File: config.mk
export PLATFORM = sky130hd
export DESIGN_NAME = instr_fetch
export DESIGN_NICKNAME = d
export VERILOG_FILES = /design/src/rtl/instr_fetch.sv
export SDC_FILE = /design/constraint.sdc
export NUM_CORES = 1
export LEC_CHECK = 0
export ABC_AREA = 1
export CAP_MARGIN = 30
export CORE_ASPECT_RATIO = 0.9
export CORE_MARGIN = 4
export CORE_UTILIZATION = 28
export CTS_BUF_LIST = sky130_fd_sc_hd__clkbuf_4 sky130_fd_sc_hd__clkbuf_8
export DETAILED_ROUTE_END_ITERATION = 10
export RECOVER_POWER = 50
export SYNTH_ARGS = -nofsm -noshare
export SYNTH_HDL_FRONTEND = slang
export SYNTH_SLANG_ARGS = --single-unit
export TNS_END_PERCENT = 20
File: constraint.sdc
create_clock -name clk -period 2.33 [get_ports clk]
set_input_delay 0.3495 -clock clk [delete_from_list [all_inputs] [get_ports clk]]
set_output_delay 0.3495 -clock clk [all_outputs]
set_load 0.01 [all_outputs]
File: src/rtl/instr_fetch.sv
// ---------------------------------------------------------------------------
// instr_fetch -- single-outstanding instruction fetch unit.
//
// Fetches one 32-bit instruction at a time and holds it for the
// decode/control/execute path. The FSM runs IDLE -> FETCH -> HOLD, then
// HOLD -> FETCH each time the held instruction retires. The next PC is
// either PC+4 or a word-aligned ALU redirect target.
//
// Optional feature (macro FETCH_MISALIGN_TRAP_EN):
//   defined   : a redirect with alu_target[1]=1 enters TRAP, raises the
//               sticky misalign flag and stops fetching until reset.
//   undefined : no misalign port and no TRAP state; alu_target[1:0] is
//               forced to 2'b00.
//
// Ports:
//   clk, rst_n          clock, asynchronous active-low reset
//   pcsel, alu_target   redirect select and target, sampled on retire only
//   instr_ready         downstream consumes the held instruction
//   imem_req/imem_addr  instruction memory read request and address
//   imem_ack/imem_rdata memory response for the outstanding request
//   instr, instr_valid  held instruction and its valid flag
//   pc, pc_plus4        address of the held instruction and pc+4
//   misalign            sticky misaligned-redirect flag (macro only)
// ---------------------------------------------------------------------------
module instr_fetch #(
    parameter logic [31:0] RESET_PC = 32'h0000_0000
) (
    input  logic        clk,
    input  logic        rst_n,
    input  logic        pcsel,
    input  logic [31:0] alu_target,
    input  logic        instr_ready,
    output logic        imem_req,
    output logic [31:0] imem_addr,
    input  logic        imem_ack,
    input  logic [31:0] imem_rdata,
    output logic [31:0] instr,
    output logic        instr_valid,
    output logic [31:0] pc,
    output logic [31:0] pc_plus4
`ifdef FETCH_MISALIGN_TRAP_EN
    ,
    output logic        misalign
`endif
);

    localparam logic [31:0] NOP = 32'h0000_0013;

`ifdef FETCH_MISALIGN_TRAP_EN
    typedef enum logic [1:0] {
        ST_IDLE  = 2'b00,
        ST_FETCH = 2'b01,
        ST_HOLD  = 2'b10,
        ST_TRAP  = 2'b11
    } state_t;
`else
    typedef enum logic [1:0] {
        ST_IDLE  = 2'b00,
        ST_FETCH = 2'b01,
        ST_HOLD  = 2'b10
    } state_t;
`endif

    state_t      state_r, state_nxt_s;
    logic        req_r, req_nxt_s;
    logic        valid_r, valid_nxt_s;
    logic [31:0] instr_r, instr_nxt_s;
    logic [31:0] pc_r, pc_nxt_s;
    logic [31:0] pc_plus4_r, pc_plus4_nxt_s;
    logic [31:0] target_s;
    logic        unused_tgt_bits_s;

    // Low target bits never reach the PC; bit 1 only feeds the trap check.
    assign unused_tgt_bits_s = ^alu_target[1:0];

    // Next fetch address on retire; redirect targets are always word aligned.
    assign target_s = pcsel ? {alu_target[31:2], 2'b00} : (pc_r + 32'd4);

`ifdef FETCH_MISALIGN_TRAP_EN
    logic misalign_r, misalign_nxt_s;
    logic trap_s;

    assign trap_s = pcsel & alu_target[1];
`endif

    // State register.
    always_ff @(posedge clk or negedge rst_n) begin
        if (!rst_n) begin
            state_r <= ST_IDLE;
        end else begin
            state_r <= state_nxt_s;
        end
    end

    // Next-state logic.
    always_comb begin
        state_nxt_s = state_r;
        case (state_r)
            ST_IDLE: begin
                state_nxt_s = ST_FETCH;
            end
            ST_FETCH: begin
                if (imem_ack) begin
                    state_nxt_s = ST_HOLD;
                end else begin
                    state_nxt_s = ST_FETCH;
                end
            end
            ST_HOLD: begin
                if (instr_ready) begin
`ifdef FETCH_MISALIGN_TRAP_EN
                    if (trap_s) begin
                        state_nxt_s = ST_TRAP;
                    end else begin
                        state_nxt_s = ST_FETCH;
                    end
`else
                    state_nxt_s = ST_FETCH;
`endif
                end else begin
                    state_nxt_s = ST_HOLD;
                end
            end
`ifdef FETCH_MISALIGN_TRAP_EN
            ST_TRAP: begin
                state_nxt_s = ST_TRAP;
            end
`endif
            default: begin
                state_nxt_s = ST_IDLE;
            end
        endcase
    end

    // Next values of the registered outputs, following the state transition.
    always_comb begin
        req_nxt_s      = req_r;
        valid_nxt_s    = valid_r;
        instr_nxt_s    = instr_r;
        pc_nxt_s       = pc_r;
        pc_plus4_nxt_s = pc_plus4_r;
`ifdef FETCH_MISALIGN_TRAP_EN
        misalign_nxt_s = misalign_r;
`endif
        case (state_r)
            ST_IDLE: begin
                req_nxt_s = 1'b1;
            end
            ST_FETCH: begin
                if (imem_ack) begin
                    instr_nxt_s = imem_rdata;
                    valid_nxt_s = 1'b1;
                    req_nxt_s   = 1'b0;
                end else begin
                    req_nxt_s   = 1'b1;
                end
            end
            ST_HOLD: begin
                if (instr_ready) begin
                    valid_nxt_s = 1'b0;
`ifdef FETCH_MISALIGN_TRAP_EN
                    if (trap_s) begin
                        misalign_nxt_s = 1'b1;
                        req_nxt_s      = 1'b0;
                    end else begin
                        req_nxt_s      = 1'b1;
                        pc_nxt_s       = target_s;
                        pc_plus4_nxt_s = target_s + 32'd4;
                    end
`else
                    req_nxt_s      = 1'b1;
                    pc_nxt_s       = target_s;
                    pc_plus4_nxt_s = target_s + 32'd4;
`endif
                end else begin
                    req_nxt_s = 1'b0;
                end
            end
`ifdef FETCH_MISALIGN_TRAP_EN
            ST_TRAP: begin
                req_nxt_s      = 1'b0;
                valid_nxt_s    = 1'b0;
                misalign_nxt_s = 1'b1;
            end
`endif
            default: begin
                req_nxt_s   = 1'b0;
                valid_nxt_s = 1'b0;
            end
        endcase
    end

    // Output registers; reset drops imem_req asynchronously, aborting a fetch.
    always_ff @(posedge clk or negedge rst_n) begin
        if (!rst_n) begin
            req_r      <= 1'b0;
            valid_r    <= 1'b0;
            instr_r    <= NOP;
            pc_r       <= RESET_PC;
            pc_plus4_r <= RESET_PC + 32'd4;
        end else begin
            req_r      <= req_nxt_s;
            valid_r    <= valid_nxt_s;
            instr_r    <= instr_nxt_s;
            pc_r       <= pc_nxt_s;
            pc_plus4_r <= pc_plus4_nxt_s;
        end
    end

`ifdef FETCH_MISALIGN_TRAP_EN
    // Sticky misalign flag, cleared only by reset.
    always_ff @(posedge clk or negedge rst_n) begin
        if (!rst_n) begin
            misalign_r <= 1'b0;
        end else begin
            misalign_r <= misalign_nxt_s;
        end
    end

    assign misalign = misalign_r;
`endif

    // The fetch address register doubles as the held-instruction PC.
    assign imem_req    = req_r;
    assign imem_addr   = pc_r;
    assign instr       = instr_r;
    assign instr_valid = valid_r;
    assign pc          = pc_r;
    assign pc_plus4    = pc_plus4_r;

endmodule
# --- Word level (Yosys, flattened, before mapping) ---
# Cells that the tools add are included.
totals:
  regBits: 100
  input_bits: 69
  out_inout_bits: 130
  wordCells: 27
op_classes:
  add_sub_neg: 2
  eq_ne: 4
  n_mux: 10
  bitwise: 1
  n_reduce_logical: 4
ops:
  columns: ["cell", "n"]
  rows:
  - ["32-bit by 3-bit adder with 32-bit output, second input constant", 2]
  - ["32-bit two-way mux", 1]
  - ["1-bit one-hot mux with 3 select lines", 2]
  - ["2-bit one-hot mux with 3 select lines", 1]
  - ["1-bit two-way mux", 4]
  - ["2-bit two-way mux", 2]
  - ["2-bit inequality test, second input constant", 2]
  - ["2-bit AND reduction", 2]
  - ["3-bit AND reduction", 1]
  - ["2-bit by 1-bit equality test with 1-bit output, second input constant", 1]
  - ["2-bit equality test, second input constant", 1]
  - ["2-bit zero test", 1]
  - ["1-bit NOT", 1]

# --- Depth between registers and ports, before layout ---
# Gate-level depths: netlist (run 1).
depth:
  depth_word: 3
  depth_mapped: 17
  mapped_depth_nobuf: 17

# --- Worst setup path after synthesis (run 1) ---
# Ideal clock, no wire load.
synth_timing:
  path_type: "reg2reg"
  from: "reg pc_r[3], in the netlist imem_addr[3]"
  to: "reg pc_plus4_r[26], in the netlist pc_plus4[26]"
  setup_time_ns: 0.127
  arrival_time_ns: 1.965
  required_ns: 2.203
  slack_ns: 0.238
  stages_incl_launch_ff: 14
  n_path_buf: 0
  period_less_slack_ns: 2.092
  cell_sequence: "dfrtp_1 > ha_1 > nand2_1 > nand2_1 > ha_1 > nand2_1 > nor2_1 > nand3_1 > nor2_1 > nand3_1 > nor2_2 > nand2_1 > o21ai_1 > nand3_1"
synth_between:
  elab_chain_len: 3
synth_rtl:
  columns: ["element", "line", "rtl"]
  rows:
  - ["start: declaration", "68", "logic [31:0] pc_r, pc_nxt_s;"]
  - ["start signal: assignment", "205", "pc_r <= pc_nxt_s;"]
  - ["32-bit by 3-bit adder with 32-bit output", "77", "assign target_s = pcsel ? {alu_target[31:2], 2'b00} : (pc_r + 32'd4);"]
  - ["32-bit two-way mux", "77", null]
  - ["named net target_s[3]", "70", "logic [31:0] target_s;"]
  - ["32-bit by 3-bit adder with 32-bit output", "173", "pc_plus4_nxt_s = target_s + 32'd4;"]
  - ["end signal: assignment", "200", "pc_plus4_r <= RESET_PC + 32'd4;"]
  - ["end signal: assignment", "206", "pc_plus4_r <= pc_plus4_nxt_s;"]
  - ["end: declaration", "69", "logic [31:0] pc_plus4_r, pc_plus4_nxt_s;"]
# The timed path passes the listed nets, and every way through them passes these cells.
# A chain may end at the register's enable or synchronous reset.

# --- Final worst setup path (run 1) ---
layout_timing:
  from: "reg pc_r[2], in the netlist imem_addr[2]"
  to: "reg pc_plus4_r[28], in the netlist pc_plus4[28]"
layout_between:
  elab_chain_len: 3
layout_rtl:
  columns: ["element", "line"]
  rows:
  - ["32-bit by 3-bit adder with 32-bit output", "77"]
  - ["32-bit two-way mux", "77"]
  - ["32-bit by 3-bit adder with 32-bit output", "173"]
# No other way between the ends.

==> results_dict.tcl, run 1 <==
set metrics [dict create \
    drt_iter0_markers 343 \
    post-synth-top-count-cell "nand2_1" \
    synth-seq-area-share_pct 39.63 \
    core_um2 20960 \
    cp.arrival_ns 2.55 \
    numPortBuffers 190 \
    rsz0062_at_grt "true" \
    routedWlPerCell_um 14.48 \
    register_area_um2 2395 \
    die_height_um 147.0 \
    max_stage_delay_ns 0.43 \
    outcome "completed" \
    hold_slack_ns 0.4371 \
    synthSimpleGateAreaFrac_pct 41.55 \
    synthXorXnorAreaFrac_pct 0.8743 \
    synth_compound_area_share_pct 6.661 \
    remaining_drc_errors 0 \
    synth_top_area_share_pct 37.89 \
    clkPwrFrac_pct 10.8 \
    io_pins 199 \
    cap_viol_max_count 0 \
    p_leak_nw 4.228 \
    critical_path_required_ns 2.63 \
    synth_area_leaders "dfrtp_1, nand2_1, nor2_1" \
    hpwl_mm 15.59 \
    antenna_found_initial 0 \
    tritoncts "yes" \
    synth_top_family_by_area "simple AND/OR/NAND/NOR gates" \
    syn-instance-count 859 \
    area.growth.synth_to_final_pct 53.98 \
    ir_drop_uv 595.4 \
    die_w_um 162.4 \
    grt_overflow 0 \
    rows 50 \
    tightest_slew_ns 1.046 \
    ys_seq_elements 95 \
    path_max_fanout 7 \
    reg2reg_depth 15 \
    cellPowerDensity_nw_per_um2 1130 \
    place_ws_ns -0.3403 \
    p_int_w 0.006083 \
    clk_latency_ns 0.40 \
    yosysWarnings 0 \
    drtPass1Iterations 5 \
    ys_types 43 \
    synth-async-reset-ratio_pct 100.0 \
    p_sw_w 0.004377 \
    fin_crit_sh_pct 96.66 \
    hold_path.class "in2reg" \
    cp-start-kind "flip-flop" \
    grt_pass1_wl_mm 31.29 \
    slew_viol_final 0 \
    syn_area_per_cell_um2 6.997 \
    vias 6195 \
    clock-sinks 95 \
    synth_area_um2 6011 \
    synthFlopType "dfrtp_1" \
    cp_cell_sequence "buf_6 > clkinvlp_4 > nor2_8 > buf_6 > nand3_2 > nand3_4 > nand2_4 > nor2_4 > nand2_2 > nor2_2 > nand3_2 > nor2_4 > nand3_1 > nand3_2 > nand2_1" \
    skew_ns 0.01847 \
    track_usage_pct 16.46 \
    nNetsFinal 1179 \
    antenna_left 0 \
    setup_slack_ns 0.07776 \
    synth_edf_count 0 \
    worstHoldStart "imem_rdata[4]" \
    total_power_w 0.01046 \
    hold_end "instr[4]$_DFFE_PN1P_" \
    numCtsBuffers 9 \
    swShare_pct 41.85 \
    die-area_um2 23880 \
    crit_path_frequent_cell "nand3_2" \
    avgViaCountPerCell 4.428 \
    slew_headroom_pct 30.27 \
    rr_startpoint "imem_addr[2]$_DFFE_PN0P_" \
    slowest_stage "dfrtp_1" \
    wl_mm 20.26 \
    holdPathStages 3 \
    htreeDepth 3 \
    cts_buffer_depth 2 \
    grt_pass1_vias 5874 \
    tns_ns 0 \
    yosysTopAreaCell "dfrtp_1" \
    synth_fa_ha_area_share_pct 0.4163 \
    r2r_end "pc_plus4[28]$_DFFE_PN0P_" \
    start_util_pct 28.68 \
    antenna_cells 0 \
    min_period_ns 2.252 \
    muxShareOfSynthArea_pct 0 \
    drive_above_1_share_pct 23.63 \
    path_clk_slew_ns 0.12 \
    comb_power_share_pct 58.9 \
    seq_power_share_pct 30.2 \
    crit_type "reg2reg" \
    nFillCells 2087 \
    synthTopCellsByCount "nand2_1, dfrtp_1, nor2_1" \
    placedCellCount 1364 \
    setup_viol 0 \
    final_hold_viol_count 0 \
    max_freq_mhz 444.0 \
    worst_setup_path_end_kind "flip-flop" \
    r2r_slack_ns 0.08 \
    root_buffer "clkbuf_8" \
    multi_input_area_um2 3282 \
    fin_cells 1399 \
    grt_max_degree 48 \
    gp_congestion 0.8951 \
]
## power by group through the flow
stage               combinational, W  clock [W]  sequential [W]
finish                       0.00616    0.00113         0.00316
global route                 0.00675    0.00125         0.00330
CTS                          0.00580    0.00118         0.00317
detailed placement           0.00577          0         0.00318
global placement             0.00571          0         0.00316
floorplan                    0.00237          0         0.00347
## final cells by class
class / instances / share of cell area [%]
Sequential cell: 95 / 25.88
Multi-Input combinational cell: 637 / 35.46
Timing Repair Buffer: 294 / 29.82
Clock buffer: 10 / 1.419
Tap cell: 286 / 3.866
Inverter: 71 / 2.934
Clock inverter: 6 / 0.6219
## worst max-delay path, delay by kind of cell, from the launching register on
kind | cells | cell delay (ns)
simple gates | 12 | 1.32
buf+inv | 3 | 0.40
flops | 1 | 0.43
## kinds of logic after synthesis
kind of cell,after synthesis
flip-flops,95
AND/OR/NAND/NOR,550
other,1
AO/OA/AOI/OAI,73
buffers and inverters,132
XOR/XNOR,6
adder cells (fa/ha/maj),2
## through the flow
stage,area [um2],utilization (%)
final,9255,44.16
after detailed placement,8612,41.09
after global placement,8584,40.96
after CTS,8815,42.06
after floorplan,6030,-
after global routing,9255,44.16
## layer usage
| layer | up-vias | wire length, um | global-route usage [%] |
|---|---|---|---|
| li1 | 3150 | - | - |
| met1 | 2831 | 9339 | 22.90 |
| met2 | 197 | 8724 | 24.40 |
| met3 | 17 | 1984 | 6.732 |
| met4 | 0 | 213 | 2.875 |
| met5 | - | 0 | 0 |
## layout by cell type, fill, tap and decap left out, types with 10 or more instances in the layout
cell type	count
nand2_2	27
nor2_1	65
clkdlybuf4s50_1	179
nor2_4	17
nor2_2	23
nand3_2	14
o21ai_0	42
nand3_1	53
inv_1	66
buf_4	88
dfrtp_2	10
or2_2	22
dfrtp_1	81
dlygate4sd3_1	11
nand2_1	301
## timing repair
action                                  4_1_cts  5_1_grt
pin swaps                                     0       29
setup buffers                                 0       18
endpoints found under the setup margin        2       18
gates resized for setup                       2       84
hold buffers                                  1        0
endpoints found under the hold margin        29        0
cloned                                        0        0
## sequential cells by signal, indices dropped and copies added, names as in the netlist
name	flops
pc_plus4	30
imem_addr	30
state_r	2
instr_valid	1
instr	32
## how the worst max path moves through the flow
stage	startpoint	to	slack [ns]
6_report	imem_addr[2]$_DFFE_PN0P_	pc_plus4[28]$_DFFE_PN0P_	0.08
3_5_place_dp	pcsel	pc_plus4[28]$_DFFE_PN0P_	-0.34
5_1_grt	imem_addr[2]$_DFFE_PN0P_	pc_plus4[28]$_DFFE_PN0P_	-0.06
4_1_cts	imem_addr[8]$_DFFE_PN0P_	pc_plus4[28]$_DFFE_PN0P_	0.01
3_3_place_gp	pcsel	pc_plus4[31]$_DFFE_PN0P_	-0.28
2_1_floorplan	imem_addr[3]$_DFFE_PN0P_	pc_plus4[26]$_DFFE_PN0P_	0.24
No activity file was read; power rests on OpenSTA's default activity.
==> run 2, diff against run 1 <==
- SETUP_SLACK_MARGIN: unset -> 0.05
==> results_dict.tcl, run 2 (synthesized netlist as in run 1, its figures left out) <==
set metrics [dict create \
    slowest_stage "dfrtp_1" \
    io_pins 199 \
    clock-sinks 95 \
    tightest_slew_ns 0.8385 \
    grt_pass1_wl_mm 31.28 \
    tritoncts "yes" \
    start_util_pct 28.68 \
    nNetsFinal 1179 \
    critPathTopFamily "simple AND/OR/NAND/NOR gates" \
    antenna_cells 0 \
    outcome "completed" \
    slew_headroom_pct 44.10 \
    drive_above_1_share_pct 24.44 \
    tns_ns 0 \
    die_w_um 162.4 \
    numPortBuffers 190 \
    fin_cells 1399 \
    critical_path_buf_inv_count 3 \
    setup_viol 0 \
    path_clk_slew_ns 0.12 \
    remaining_drc_errors 0 \
    worst_setup_path_end_kind "flip-flop" \
    die-area_um2 23880 \
    area.growth.synth_to_final_pct 54.62 \
    cp-start-kind "flip-flop" \
    multi_input_area_um2 3311 \
    p_leak_nw 4.240 \
    path_max_fanout 7 \
    core_um2 20960 \
    track_usage_pct 16.46 \
    grt_pass1_vias 5874 \
    hpwl_mm 15.59 \
    grt_util_met3_pct 6.732 \
    routedWlPerCell_um 14.50 \
    drt_iter0_markers 379 \
    cp_cell_sequence "buf_6 > clkinvlp_4 > nor2_8 > buf_6 > nand3_4 > nand3_4 > nand2_4 > nor2_4 > nand2_2 > nor2_2 > nand3_2 > nor2_4 > nand3_1 > nand3_2 > nand2_1" \
    cap_viol_max_count 0 \
    clk_latency_ns 0.40 \
    min_period_ns 2.239 \
    worstHoldStart "imem_rdata[4]" \
    grtUsageMet2_pct 24.40 \
    root_buffer "clkbuf_8" \
    grt_overflow 0 \
    numCtsBuffers 9 \
    register_area_um2 2395 \
    gp_congestion 0.8951 \
    fin_crit_sh_pct 96.08 \
    cts_buffer_depth 2 \
    place_area_um2 8612 \
    vias 6262 \
    final_hold_viol_count 0 \
    cellPowerDensity_nw_per_um2 1132 \
    grt_max_degree 48 \
    critical_path_required_ns 2.63 \
    hold_slack_ns 0.4373 \
    slew_viol_final 0 \
    hold_path.class "in2reg" \
    ir_drop_uv 599.0 \
    antenna_left 0 \
    design_area_um2 9294 \
    layout_common_cells "nand2_1, clkdlybuf4s50_1, buf_4" \
    htreeDepth 3 \
    placedCellCount 1364 \
    grt-busiest-layer "met2" \
    max_stage_delay_ns 0.43 \
    final_common_cell "nand2_1" \
    skew_ns 0.01880 \
    rr_startpoint "imem_addr[2]$_DFFE_PN0P_" \
    max_freq_mhz 446.7 \
    crit_type "reg2reg" \
    avgViaCountPerCell 4.476 \
    die_height_um 147.0 \
    wl_mm 20.29 \
    rsz0062_at_grt "true" \
    nFillCells 2074 \
    largest_register_ffs 32 \
    cp.arrival_ns 2.54 \
    rows 50 \
    critPathLaunch "imem_addr[2]$_DFFE_PN0P_" \
    drtPass1Iterations 5 \
    antenna_found_initial 0 \
    use_met1_pct 22.89 \
]
==> run 2: changes by cell type in the layout (fill, tap and decap cells not counted), moves of 2 or more <==
cell / delta
clkdlybuf4s50_1: +10
dlygate4sd3_1: -10
nor2_1: -2
inv_1: -2
nand2_1: -2
inv_2: +3
==> run 2: worst paths after layout <==
path,to,slack [ns],depth (start not counted)
min reg2reg,instr[4]$_DFFE_PN1P_,0.47,2
max,pc_plus4[28]$_DFFE_PN0P_,0.09,15
max in group asynchronous,instr[2]$_DFFE_PN0P_,0.52,3
min,instr[4]$_DFFE_PN1P_,0.44,3
max reg2reg,pc_plus4[28]$_DFFE_PN0P_,0.09,15
min in group asynchronous,instr[16]$_DFFE_PN0P_,0.57,2
==> run 2: metrics by stage <==
step | util, % | total power, W | setup slack, ns
3_5_place_dp | 41.09 | 0.008952 | -0.3403
5_1_grt | 44.35 | 0.01136 | -0.04796
6_report | 44.35 | 0.01052 | 0.09126
4_1_cts | 42.08 | 0.01015 | 0.03582
2_1_floorplan | - | 0.005839 | 0.2377
3_3_place_gp | 40.96 | 0.008873 | -0.2807
==> run 2: power by group <==
group          internal (W)  leakage (nW)  switching, W
combinational       0.00322          3.01       0.00300
sequential          0.00247          1.13      0.000695
clock              0.000430        0.0991      0.000703
total               0.00612          4.24       0.00440
==> run 2: metal layers <==
layer	share of wire, %	wire, um	vias up
met3	11	2139	21
li1	-	-	3150
met5	0	0	-
met2	43	8692	239
met4	1.2	235	0
met1	45	9218	2852
==> run 2: area by class of cell <==
class,count,area share [%]
Clock buffer,10,1.414
Clock inverter,6,0.6193
Inverter,71,2.921
Multi-Input combinational cell,637,35.62
Sequential cell,95,25.77
Tap cell,286,3.850
Timing Repair Buffer,294,29.81
==> run 2: repair_timing <==
action,CTS,global route
hold endpoints to repair,29,0
buffers inserted,0,18
hold buffers,1,0
pin swaps,0,38
endpoints found under the setup margin,5,18
gates resized for setup,4,95
==> run 2: worst reg2reg max path: cells and delay by family, from the launching register on <==
kind	cells	cell delay, ns
DFF	1	0.43
and+or+nand+nor	12	1.30
buffers and inverters	3	0.42
==> run 3, diff against run 2 <==
- SLEW_MARGIN: unset -> 25
==> results_dict.tcl, run 3 (synthesized netlist as in run 1, its figures left out) <==
set metrics [dict create \
    cellPowerDensity_nw_per_um2 1128 \
    routedWlPerCell_um 14.35 \
    clock-sinks 95 \
    antenna_left 0 \
    grt_pass1_wl_mm 31.28 \
    slowest_stage "dfrtp_1" \
    setup_viol 0 \
    clk_latency_ns 0.39 \
    die_w_um 162.4 \
    place_area_um2 8600 \
    max_freq_mhz 450.7 \
    max_stage_delay_ns 0.43 \
    slew_viol_final 0 \
    skew_ns 0.01410 \
    cp-start-kind "flip-flop" \
    antenna_cells 0 \
    wl_mm 19.89 \
    layout_common_cells "nand2_1, clkdlybuf4s50_1, dfrtp_1" \
    grt_pass1_vias 5860 \
    htreeDepth 3 \
    cp_cell_sequence "buf_6 > clkinvlp_4 > nor2_8 > nand2_4 > nor2_4 > nand2_1 > nand3_2 > o21ai_4 > nor2_2 > nand3_1 > nor2_2 > nand2_1 > nand2_1 > nand3_2 > nand2_1" \
    met3_length_mm 1.916 \
    largest_register_ffs 32 \
    vias 6084 \
    path_max_fanout 7 \
    core_um2 20960 \
    slew_headroom_pct 30.57 \
    cp.arrival_ns 2.56 \
    grt_max_degree 48 \
    met1_length_mm 9.309 \
    numCtsBuffers 9 \
    final_common_cell "nand2_1" \
    die_height_um 147.0 \
    tritoncts "yes" \
    hpwl_mm 15.64 \
    cts_buffer_depth 2 \
    start_util_pct 28.68 \
    numPortBuffers 190 \
    outcome "completed" \
    r2r_slack_ns 0.11 \
    top_layer "met4" \
    gp_congestion 0.8951 \
    hold_path.class "in2reg" \
    rsz0062_at_grt "true" \
    root_buffer "clkbuf_8" \
    worst_setup_path_end_kind "flip-flop" \
    antenna_found_initial 0 \
    p_leak_nw 4.160 \
    cap_viol_max_count 0 \
    grt_overflow 0 \
    crit_path_frequent_cell "nand2_1" \
    track_usage_pct 16.52 \
    drtPass1Iterations 4 \
    tightest_slew_ns 1.041 \
    rows 50 \
    avgViaCountPerCell 4.390 \
    min_period_ns 2.219 \
    wl_met2_mm 8.500 \
    fin_crit_sh_pct 95.22 \
    die-area_um2 23880 \
    critical_path_required_ns 2.67 \
    io_pins 199 \
    final_hold_viol_count 0 \
    remaining_drc_errors 0 \
    nNetsFinal 1166 \
    hold_slack_ns 0.4439 \
    area.growth.synth_to_final_pct 52.06 \
    drt_iter0_markers 279 \
    crit_type "reg2reg" \
    ir_drop_uv 532.7 \
    design_area_um2 9140 \
    drive_above_1_share_pct 23.36 \
    path_clk_slew_ns 0.11 \
]
-- run 3: what timing repair did --
item | 4_1_cts | 5_1_grt
setup endpoints to repair | 5 | 19
gates resized for setup | 3 | 89
buffers inserted | 0 | 5
hold buffers | 1 | 0
endpoints found under the hold margin | 29 | 0
pin swaps | 0 | 31
-- run 3: final timing paths --
path                                          start  depth (start not counted)                        to
setup reg to reg           imem_addr[2]$_DFFE_PN0P_                         15  pc_plus4[28]$_DFFE_PN0P_
hold / removal                        imem_rdata[1]                          3      instr[1]$_DFFE_PN1P_
min in group asynchronous                     rst_n                          2  pc_plus4[14]$_DFFE_PN0P_
max in group asynchronous                     rst_n                          3     instr[18]$_DFFE_PN0P_
hold reg to reg                instr[4]$_DFFE_PN1P_                          2      instr[4]$_DFFE_PN1P_
setup / recovery           imem_addr[2]$_DFFE_PN0P_                         15  pc_plus4[28]$_DFFE_PN0P_
-- run 3: final cells by class --
type                    count  area [um2]
fillers                  2113       11820
multi-input cells         637        3296
repair buffers            281        2613
flip-flops and latches     95        2396
well taps                 286       357.8
inverters                  71       272.8
clock buffers              10       131.4
clock inverters             6       73.82
-- run 3: report_power, final --
group	switching, W	total, W	internal, W
clock	0.000674	0.00120	0.000524
sequential	0.000719	0.00319	0.00247
combinational	0.00290	0.00592	0.00302
-- run 3: routing by layer --
| metal | track usage (%) | vias up |
|---|---|---|
| met3 | 6.480 | 12 |
| met1 | 23.17 | 2750 |
| li1 | - | 3131 |
| met4 | 2.326 | 0 |
| met2 | 24.73 | 191 |
| met5 | 0 | - |
-- run 3: through the flow --
step	instances	TNS [ns]	setup slack (ns)	util, %	total power, W
2_1_floorplan	864	0	0.2377	-	0.005839
3_3_place_gp	1363	-3.685	-0.2807	40.96	0.008873
3_5_place_dp	1364	-4.181	-0.3133	41.03	0.008942
4_1_cts	1381	0	0.03171	42.09	0.01021
5_1_grt	1386	-0.1755	-0.02671	43.61	0.01115
6_report	1386	0	0.1114	43.61	0.01031
-- run 3: worst max-delay path, delay by kind of cell (launching register included) --
family / cells / cell delay (ns)
AND/OR/NAND/NOR: 12 / 1.35
flip-flops: 1 / 0.43
buffers and inverters: 2 / 0.28
AO/OA/AOI/OAI: 1 / 0.09
